File: config.mk
export PLATFORM = sky130hd
export DESIGN_NAME = spi_xfer_ctrl
export DESIGN_NICKNAME = d
export VERILOG_FILES = /design/src/rtl/spi_ctrl_pkg.sv /design/src/rtl/spi_wb_access.sv /design/src/rtl/spi_xfer_ctrl.sv
export SDC_FILE = /design/constraint.sdc
export NUM_CORES = 1
export LEC_CHECK = 0
export ABC_AREA = 1
export CORE_ASPECT_RATIO = 0.8
export CORE_MARGIN = 4
export CORE_UTILIZATION = 53
export CTS_BUF_LIST = sky130_fd_sc_hd__clkbuf_16
export DETAILED_ROUTE_END_ITERATION = 10
export GPL_TIMING_DRIVEN = 0
export PLACE_DENSITY = 0.88
export SLEW_MARGIN = 5
export SYNTH_ARGS = -nofsm -noshare
export SYNTH_HDL_FRONTEND = slang
export SYNTH_SLANG_ARGS = --single-unit
File: constraint.sdc
create_clock -name clk_i -period 2.6 [get_ports clk_i]
set_clock_uncertainty 0.2 [all_clocks]
set_input_delay 0.78 -clock clk_i [delete_from_list [all_inputs] [get_ports clk_i]]
set_output_delay 0.78 -clock clk_i [all_outputs]
set_load 0.05 [all_outputs]
File: src/rtl/spi_ctrl_pkg.sv
// Shared definitions for the simple_spi byte-transfer sequencer:
// register map, control/status bit positions and the sequencer state set.
package spi_ctrl_pkg;

  localparam logic [1:0] ADR_SPCR = 2'd0;
  localparam logic [1:0] ADR_SPSR = 2'd1;
  localparam logic [1:0] ADR_SPDR = 2'd2;
  localparam logic [1:0] ADR_SPER = 2'd3;

  localparam int SPCR_SPIE = 7;
  localparam int SPCR_SPE  = 6;
  localparam int SPCR_MSTR = 4;
  localparam int SPCR_CPOL = 3;
  localparam int SPCR_CPHA = 2;
  localparam int SPSR_SPIF = 7;

  typedef enum logic [3:0] {
    ST_INIT_OFF,
    ST_INIT_SPER,
    ST_INIT_ON,
    ST_IDLE,
    ST_WR_DR,
    ST_WAIT,
    ST_CLR_IF,
    ST_RD_DR,
    ST_ERR
  } state_e;

  // Control register image; master mode is always selected.
  function automatic logic [7:0] spcr_val(input logic spie, input logic spe,
                                          input logic cpol, input logic cpha,
                                          input logic [1:0] spr);
    logic [7:0] v;
    v            = 8'h00;
    v[SPCR_SPIE] = spie;
    v[SPCR_SPE]  = spe;
    v[SPCR_MSTR] = 1'b1;
    v[SPCR_CPOL] = cpol;
    v[SPCR_CPHA] = cpha;
    v[1:0]       = spr;
    return v;
  endfunction

endpackage

File: src/rtl/spi_wb_access.sv
// Single-access Wishbone master engine. A start pulse launches one
// registered read or write; the request is held until ack, then dropped,
// and done pulses for one cycle with the captured read data.
module spi_wb_access (
  input  logic       clk_i,
  input  logic       rst_i,
  input  logic       start_i,
  input  logic       abort_i,
  input  logic       we_i,
  input  logic [1:0] adr_i,
  input  logic [7:0] wdata_i,
  output logic       done_o,
  output logic [7:0] rdata_o,
  output logic       wb_cyc_o,
  output logic       wb_stb_o,
  output logic [1:0] wb_adr_o,
  output logic       wb_we_o,
  output logic [7:0] wb_dat_o,
  input  logic [7:0] wb_dat_i,
  input  logic       wb_ack_i
);

  logic       cyc_q, cyc_d;
  logic       done_q, done_d;
  logic       we_q, we_d;
  logic [1:0] adr_q, adr_d;
  logic [7:0] dat_q, dat_d;
  logic [7:0] rdata_q, rdata_d;

  // Launch, hold-until-ack and abort decisions for the single outstanding access.
  always_comb begin
    cyc_d   = cyc_q;
    done_d  = 1'b0;
    we_d    = we_q;
    adr_d   = adr_q;
    dat_d   = dat_q;
    rdata_d = rdata_q;
    if (abort_i) begin
      cyc_d = 1'b0;
    end else if (cyc_q) begin
      if (wb_ack_i) begin
        cyc_d   = 1'b0;
        done_d  = 1'b1;
        rdata_d = wb_dat_i;
      end
    end else if (start_i) begin
      cyc_d = 1'b1;
      we_d  = we_i;
      adr_d = adr_i;
      dat_d = wdata_i;
    end
  end

  // Bus request registers; reset drops the cycle asynchronously.
  always_ff @(posedge clk_i or posedge rst_i) begin
    if (rst_i) begin
      cyc_q   <= 1'b0;
      done_q  <= 1'b0;
      we_q    <= 1'b0;
      adr_q   <= 2'd0;
      dat_q   <= 8'h00;
      rdata_q <= 8'h00;
    end else begin
      cyc_q   <= cyc_d;
      done_q  <= done_d;
      we_q    <= we_d;
      adr_q   <= adr_d;
      dat_q   <= dat_d;
      rdata_q <= rdata_d;
    end
  end

  assign wb_cyc_o = cyc_q;
  assign wb_stb_o = cyc_q;
  assign wb_we_o  = we_q;
  assign wb_adr_o = adr_q;
  assign wb_dat_o = dat_q;
  assign done_o   = done_q;
  assign rdata_o  = rdata_q;

endmodule

File: src/rtl/spi_xfer_ctrl.sv
// Byte-transfer sequencer for the simple_spi core: configures the core
// once after reset, then runs one SPI byte exchange per accepted command.
// Build option SPI_XFER_IRQ_EN: wait for the core interrupt instead of
// polling SPSR for SPIF.
module spi_xfer_ctrl
  import spi_ctrl_pkg::*;
#(
  parameter logic [3:0] CLK_DIV = 4'h0,
  parameter logic       CPOL    = 1'b0,
  parameter logic       CPHA    = 1'b0,
  parameter int         TIMEOUT = 4096
) (
  input  logic       clk_i,
  input  logic       rst_i,
  input  logic       cmd_valid,
  output logic       cmd_ready,
  input  logic [7:0] cmd_data,
  output logic       rsp_valid,
  input  logic       rsp_ready,
  output logic [7:0] rsp_data,
  output logic       busy,
  output logic       err,
  output logic       wb_cyc_o,
  output logic       wb_stb_o,
  output logic [1:0] wb_adr_o,
  output logic       wb_we_o,
  output logic [7:0] wb_dat_o,
  input  logic [7:0] wb_dat_i,
  input  logic       wb_ack_i,
  input  logic       wb_inta_i
);

  localparam int            TW      = $clog2(TIMEOUT + 1);
  localparam logic [TW-1:0] TMO_MAX = TW'(TIMEOUT);
`ifdef SPI_XFER_IRQ_EN
  localparam logic SPIE = 1'b1;
`else
  localparam logic SPIE = 1'b0;
`endif
  localparam logic [7:0] SPCR_OFF = spcr_val(SPIE, 1'b0, CPOL, CPHA, CLK_DIV[1:0]);
  localparam logic [7:0] SPCR_ON  = spcr_val(SPIE, 1'b1, CPOL, CPHA, CLK_DIV[1:0]);
  localparam logic [7:0] SPER_VAL = {6'b0, CLK_DIV[3:2]};
  localparam logic [7:0] SPSR_CLR = 8'(1) << SPSR_SPIF;

  state_e        state_q, state_d;
  logic          issued_q, issued_d;
  logic [TW-1:0] tmo_q, tmo_d;
  logic [7:0]    tx_q, tx_d;
  logic          rsp_valid_q, rsp_valid_d;
  logic [7:0]    rsp_data_q, rsp_data_d;
  logic          err_q, err_d;
  logic          busy_q;

  logic          acc_need, acc_start, acc_abort, acc_we, acc_done;
  logic [1:0]    acc_adr;
  logic [7:0]    acc_wdat, acc_rdata;
  logic          cmd_ready_w;
  logic          unused_inta;

  assign cmd_ready_w = (state_q == ST_IDLE) && !rsp_valid_q;
  assign unused_inta = wb_inta_i;

  // Sequencer next state, bus request selection and client handshakes.
  always_comb begin
    state_d     = state_q;
    issued_d    = issued_q;
    tx_d        = tx_q;
    rsp_valid_d = rsp_valid_q;
    rsp_data_d  = rsp_data_q;
    err_d       = err_q;
    acc_need    = 1'b0;
    acc_start   = 1'b0;
    acc_abort   = 1'b0;
    acc_we      = 1'b0;
    acc_adr     = ADR_SPCR;
    acc_wdat    = 8'h00;
    tmo_d       = tmo_q;

    if (rsp_valid_q && rsp_ready) rsp_valid_d = 1'b0;

    case (state_q)
      ST_INIT_OFF: begin
        acc_need = 1'b1; acc_we = 1'b1; acc_adr = ADR_SPCR; acc_wdat = SPCR_OFF;
        if (acc_done) state_d = ST_INIT_SPER;
      end
      ST_INIT_SPER: begin
        acc_need = 1'b1; acc_we = 1'b1; acc_adr = ADR_SPER; acc_wdat = SPER_VAL;
        if (acc_done) state_d = ST_INIT_ON;
      end
      ST_INIT_ON: begin
        acc_need = 1'b1; acc_we = 1'b1; acc_adr = ADR_SPCR; acc_wdat = SPCR_ON;
        if (acc_done) state_d = ST_IDLE;
      end
      ST_IDLE: begin
        if (cmd_valid && cmd_ready_w) begin
          tx_d    = cmd_data;
          state_d = ST_WR_DR;
        end
      end
      ST_WR_DR: begin
        acc_need = 1'b1; acc_we = 1'b1; acc_adr = ADR_SPDR; acc_wdat = tx_q;
        if (acc_done) state_d = ST_WAIT;
      end
      ST_WAIT: begin
`ifdef SPI_XFER_IRQ_EN
        if (wb_inta_i) state_d = ST_CLR_IF;
`else
        acc_need = 1'b1; acc_we = 1'b0; acc_adr = ADR_SPSR;
        if (acc_done) begin
          if (acc_rdata[SPSR_SPIF]) state_d = ST_CLR_IF;
          else                      issued_d = 1'b0;
        end
`endif
      end
      ST_CLR_IF: begin
        acc_need = 1'b1; acc_we = 1'b1; acc_adr = ADR_SPSR; acc_wdat = SPSR_CLR;
        if (acc_done) state_d = ST_RD_DR;
      end
      ST_RD_DR: begin
        acc_need = 1'b1; acc_we = 1'b0; acc_adr = ADR_SPDR;
        if (acc_done) begin
          rsp_data_d  = acc_rdata;
          rsp_valid_d = 1'b1;
          state_d     = ST_IDLE;
        end
      end
      ST_ERR: begin
        rsp_valid_d = 1'b0;
      end
      default: state_d = ST_ERR;
    endcase

    // One access per state visit; WAIT re-arms itself for each poll.
    if (acc_need && !issued_q) begin
      acc_start = 1'b1;
      issued_d  = 1'b1;
    end

    // Missing ack or SPIF: give up the bus and park until reset.
    if ((state_q != ST_IDLE) && (state_q != ST_ERR) && (tmo_q == TMO_MAX)) begin
      state_d   = ST_ERR;
      err_d     = 1'b1;
      acc_abort = 1'b1;
      acc_start = 1'b0;
    end

    if (state_d != state_q) begin
      issued_d = 1'b0;
      tmo_d    = '0;
    end else if (tmo_q != TMO_MAX) begin
      tmo_d = tmo_q + 1'b1;
    end
  end

  // Sequencer state and client-side registers.
  always_ff @(posedge clk_i or posedge rst_i) begin
    if (rst_i) begin
      state_q     <= ST_INIT_OFF;
      issued_q    <= 1'b0;
      tmo_q       <= '0;
      tx_q        <= 8'h00;
      rsp_valid_q <= 1'b0;
      rsp_data_q  <= 8'h00;
      err_q       <= 1'b0;
      busy_q      <= 1'b0;
    end else begin
      state_q     <= state_d;
      issued_q    <= issued_d;
      tmo_q       <= tmo_d;
      tx_q        <= tx_d;
      rsp_valid_q <= rsp_valid_d;
      rsp_data_q  <= rsp_data_d;
      err_q       <= err_d;
      busy_q      <= (state_d != ST_IDLE) || rsp_valid_d;
    end
  end

  spi_wb_access u_acc (
    .clk_i    (clk_i),
    .rst_i    (rst_i),
    .start_i  (acc_start),
    .abort_i  (acc_abort),
    .we_i     (acc_we),
    .adr_i    (acc_adr),
    .wdata_i  (acc_wdat),
    .done_o   (acc_done),
    .rdata_o  (acc_rdata),
    .wb_cyc_o (wb_cyc_o),
    .wb_stb_o (wb_stb_o),
    .wb_adr_o (wb_adr_o),
    .wb_we_o  (wb_we_o),
    .wb_dat_o (wb_dat_o),
    .wb_dat_i (wb_dat_i),
    .wb_ack_i (wb_ack_i)
  );

  assign cmd_ready = cmd_ready_w;
  assign rsp_valid = rsp_valid_q;
  assign rsp_data  = rsp_data_q;
  assign err       = err_q;
  assign busy      = busy_q;

endmodule
; After elaboration in Yosys (flattened, before gate mapping)
; Index checks and enable logic that the tools add are counted.
[classes]
n_reduce_logical = 23
eq_ne = 15
n_addsub = 1
n_mux = 34
n_bitwise = 2
[ops]
columns = op, count
row1 = $mux W4, 9
row2 = $pmux W4 S8, 1
row3 = $pmux W8 S4, 1
row4 = $mux W13, 2
row5 = $mux W1, 19
row6 = $eq A4 B3 Y1 const B, 4
row7 = $add A13 B1 Y13 const B, 1
row8 = $eq A13 B13 Y1 const B, 1
row9 = $ne A13 B13 Y1 const B, 1
row10 = $reduce_and A3 Y1, 3
row11 = $eq A4 B2 Y1 const B, 2
row12 = $ne A4 B2 Y1 const B, 2
row13 = $reduce_or A7 Y1, 1
row14 = $logic_and A1 B1 Y1, 6
row15 = $pmux W2 S3, 1
row16 = $reduce_bool A3 Y1, 2
row17 = $reduce_or A2 Y1, 3
row18 = $reduce_or A5 Y1, 1
row19 = $eq A4 B1 Y1 const B, 1
row20 = $eq A4 B4 Y1 const B, 1
row21 = $logic_not A4 Y1, 1
row22 = $ne A4 B4 Y1, 1
row23 = $ne A4 B4 Y1 const B, 1
row24 = $reduce_and A2 Y1, 2
row25 = 6 further kinds, 8
[word_totals]
input_bits = 22
reg_bits = 58
output_inout_bits = 25

; Longest topological paths before layout
; Gate-level depths: netlist (run 1).
[logic_depth]
word_depth = 9
mapped_depth = 13

; Hierarchy
; A second synthesis (run 1) with hierarchy kept.
[unflattened]
hier_cells = 329
area_unflattened_um2 = 2824.0
[modules_own_cells]
columns = module, cells_per_inst, area_each_um2, instances
row1 = spi_xfer_ctrl, 237, 1956.9, 1
row2 = spi_wb_access, 92, 867.1, 1

; Worst setup path after synthesis (run 1)
; No wires, ideal clock.
[synth_timing]
kind = register to output
start = reg state_q[1]
end = out cmd_ready
stages_incl_launch_ff = 5
n_path_buf = 0
path_slack_ps = 255
arrival_ps = 1365
required_ps = 1620
path_cell_list = dfrtp_1 -> nand2_2 -> inv_2 -> nand2_1 -> nor2_1
[synth_between]
elab_chain_cells = 2
[synth_lines]
columns = item, line
row1 = start: declaration, spi_xfer_ctrl.sv:45  ; state_e state_q, state_d;
row2 = start signal: assignment, spi_xfer_ctrl.sv:167  ; state_q <= state_d;
row3 = $eq A4 B2 Y1, spi_xfer_ctrl.sv:60  ; assign cmd_ready_w = (state_q == ST_IDLE) && !rsp_valid_q;
row4 = $logic_and A1 B1 Y1, spi_xfer_ctrl.sv:60
row5 = end: declaration, spi_xfer_ctrl.sv:16  ; output logic cmd_ready,
; No other way between the ends.

; Final worst setup path (run 1)
[layout_timing]
start = reg rsp_valid_q, in the netlist rsp_valid
end = out rsp_valid
[layout_rtl]
columns = item, line
row1 = start: declaration, spi_xfer_ctrl.sv:49  ; logic rsp_valid_q, rsp_valid_d;
row2 = start signal: assignment, spi_xfer_ctrl.sv:171  ; rsp_valid_q <= rsp_valid_d;
row3 = end: declaration, spi_xfer_ctrl.sv:18  ; output logic rsp_valid,
; No word-level cell between the ends.

==> metrics.md, run 1 <==
| Metric | Value |
|---|---|
| Global placer's final weighted congestion | `0.914` |
| CTS Hold Bufs | `0` |
| Die area | `0.00640 mm^2` |
| Status | `finished clean` |
| Mapped Nets | `348` |
| Worst Path Arrival | `1.53 ns` |
| Dpl hpwl | `4460 um` |
| Non-filler cells, final | `447` |
| Reg clk slew, reported paths | `0.05 ns` |
| Layout Nets | `405` |
| Wire length per cell | `14.9 um` |
| Placeable core area | `0.00501 mm^2` |
| Initial DRC Count | `296` |
| H-tree levels | `3` |
| Share of layout cells above drive strength 1 | `12.7%` |
| Drt drc | `0` |
| Crit-path slowest cell | `clkdlybuf4s50_1` |
| Top_reg_cell synth | `dfrtp_1` |
| Starting Density | `54.8%` |
| Worst Min Path Start | `rsp_data[2]` |
| Largest net degree at the start of global routing | `32` |
| Post-layout power | `4.54 mW` |
| CTS tree | `built` |
| Most common cell after layout, fill and taps aside | `nand2_1` |
| # rows | `23` |
| IO Count | `47` |
| Cell variety after synth | `28` |
| CP cell instances | `clkdlybuf4s50_1` |
| Seq/Total Area, Yosys | `52.9%` |
| Setup_tns | `0 ns` |
| Via density | `5.33` |
| Pin slew with the least headroom to its limit | `0.614 ns` |
| RSZ-0062 raised after global routing | `false` |
| Cell family with most CP delay | `buffers and inverters` |
| CP endpoint kind | `output port` |
| Vias in the first global route | `2407` |
| Hold Crit Depth | `2` |
| Buffers on Ports | `45` |
| Leak pwr | `1.74 nW` |
| F_max | `398 MHz` |
| Startpoint types | `flop` |
| P&R area growth vs syn | `30.0%` |
| WP buf/inv | `1` |
| Peak supply drop | `0.796 mV` |
| Final Max Slew Viols | `0` |
| Pwr/cell area | `1270 mW/mm^2` |
| Root Driver | `clkbuf_16` |
| Post-DRT Antenna Nets | `0` |
| Async set-or-reset flop fraction in the synthesized netlist | `100%` |
| Cell count after synthesis | `324` |
| # diodes | `0` |
| CTS max path bufs | `2` |
| FF-to-FF End | `tmo_q[4]` |
| Mean Syn Cell Area | `8.47 um^2` |
| Die height | `72.4 um` |
| Commonest non-fill, non-tap cells in the layout | `95 x nand2_1, 56 x dfrtp_1, 42 x clkdlybuf4s50_1, 33 x inv_1, 30 x nor2_1` |
| Number of synthesized flops with an enable pin | `0` |
| CTS Buf Count | `9` |
| Final Cycle Share | `96.7%` |
| Dpl cells | `432` |
| Worst r2r path cells | `11` |
| Via count | `2381` |
| Synth top area cells | `dfrtp_1 53%, nand2_1 13%, nand3_1 4.4%` |
| Crit Path Category | `reg -> out` |
| Initial antenna violation count | `0` |
| CTS sink count | `58` |
| Max-cap check violation count | `0` |
| Min cycle time layout | `2.51 ns` |
| Synth warn | `0` |
| Worst relative slew slack | `59.0%` |
| CP Max Fanout | `4` |
| Die Wd | `88.4 um` |
| Fin. Hold Viols | `0` |
| Post-route design area | `0.00357 mm^2` |
| Final setup violation count | `0` |
| Global Route Usage Sum | `23.5%` |
| Placed Area | `0.00329 mm^2` |
| Worst skew pair latency | `0.33 ns` |
| Top cell type's share of synthesized area | `52.9%` |
| Gr ovfl total | `0` |
| Hold WS | `0.279 ns` |
| Pre-Repair DR Iteration Count | `5` |
| Min-Delay Endpoint | `rsp_data[2]` |
| WL final | `6640 um` |
| Min-Delay Path Class | `reg -> reg` |
| Post-synthesis register bit count | `58` |
| Worst reg2reg setup slack | `0.52 ns` |
| R2R Path Start | `tmo_q[0]` |
| First-pass GRT wire length | `11300 um` |
| Worst endpoint required time | `1.62 ns` |
| Critical Path Max Stage Delay | `0.82 ns` |
| Synthesized cell area | `0.00274 mm^2` |
| Post-synth top area cell | `dfrtp_1` |
-- stage by stage --
step	worst slack, ns	util [%]
after detailed placement	-0.122	65.7
after floorplan	0.192	-
after CTS	0.0527	71.1
final	0.0864	71.2
after global placement	-0.779	65.3
after global routing	0.0337	71.2
-- power by group --
part / switching [mW] / total [mW] / internal (mW)
registers: 0.203 / 1.39 / 1.19
clock network: 0.383 / 1.10 / 0.720
logic: 1.39 / 2.04 / 0.649
-- repair_timing --
action                     in CTS  in global routing
resized for setup               7                  3
setup buffers                   0                  0
setup endpoints to repair       3                  1
-- Yosys cell counts (4+ instances only) --
master and n:
a21oi_1 5, a31oi_1 4, dfrtp_1 58, inv_1 32, inv_2 4, nand2_1 95, nand3_1 24, nor2_1 31
nor2_2 10, nor2_4 5, o21ai_0 21, xor2_1 9
-- cells by family after synthesis --
| group | Yosys count | synth area share, % |
|---|---|---|
| buffers and inverters | 43 | 6.84 |
| and+or+nand+nor | 174 | 28.6 |
| xor gates and xnor gates | 10 | 3.19 |
| adders and majority gates | 2 | 0.912 |
| AOI/OAI and AO/OA | 37 | 7.52 |
| DFF | 58 | 52.9 |
-- metal layers --
layer	up-vias	wire length (um)	GRT usage (%)	share of wire, %
met2	107	3220	38.2	49
li1	1133	-	-	-
met1	1114	2730	28.8	41
met4	0	174	8.56	2.6
met3	27	510	8.63	7.7
met5	-	0	0	0
-- sequential cells by signal, summed over array words and instances (netlist names) --
register	count
tmo_q	13
u_acc.wb_adr_o	2
u_acc.wb_cyc_o	1
rsp_valid	1
rsp_data	8
err	1
u_acc.wb_we_o	1
busy	1
tx_q	8
issued_q	1
state_q	4
u_acc.done_o	1
u_acc.rdata_o	8
u_acc.wb_dat_o	8
-- worst max-delay path by stage --
stage | startpoint | cells past startpoint | end
2_1_floorplan | rst_i | 1 | busy
3_3_place_gp | rst_i | 2 | tmo_q[6]
3_5_place_dp | state_q[1] | 5 | cmd_ready
4_1_cts | state_q[1] | 5 | cmd_ready
5_1_grt | rsp_valid | 1 | rsp_valid
6_report | rsp_valid | 1 | rsp_valid
-- cell type report --
cell class	instances	area (um^2)
multi-input cells	223	1110
flip-flops and latches	58	1450
repair buffers	46	463
clock inverters	6	51.3
fillers	379	1440
clock buffers	9	225
well taps	62	77.6
inverters	36	135
plain buffers	7	52.6
(Power assumes the default switching activity.)
==> run 2: changes to the inputs <==
TNS_END_PERCENT = 1   (was default)
==> results of run 2 <==
The final DEF is identical to that of run 1; final timing and power are the same.
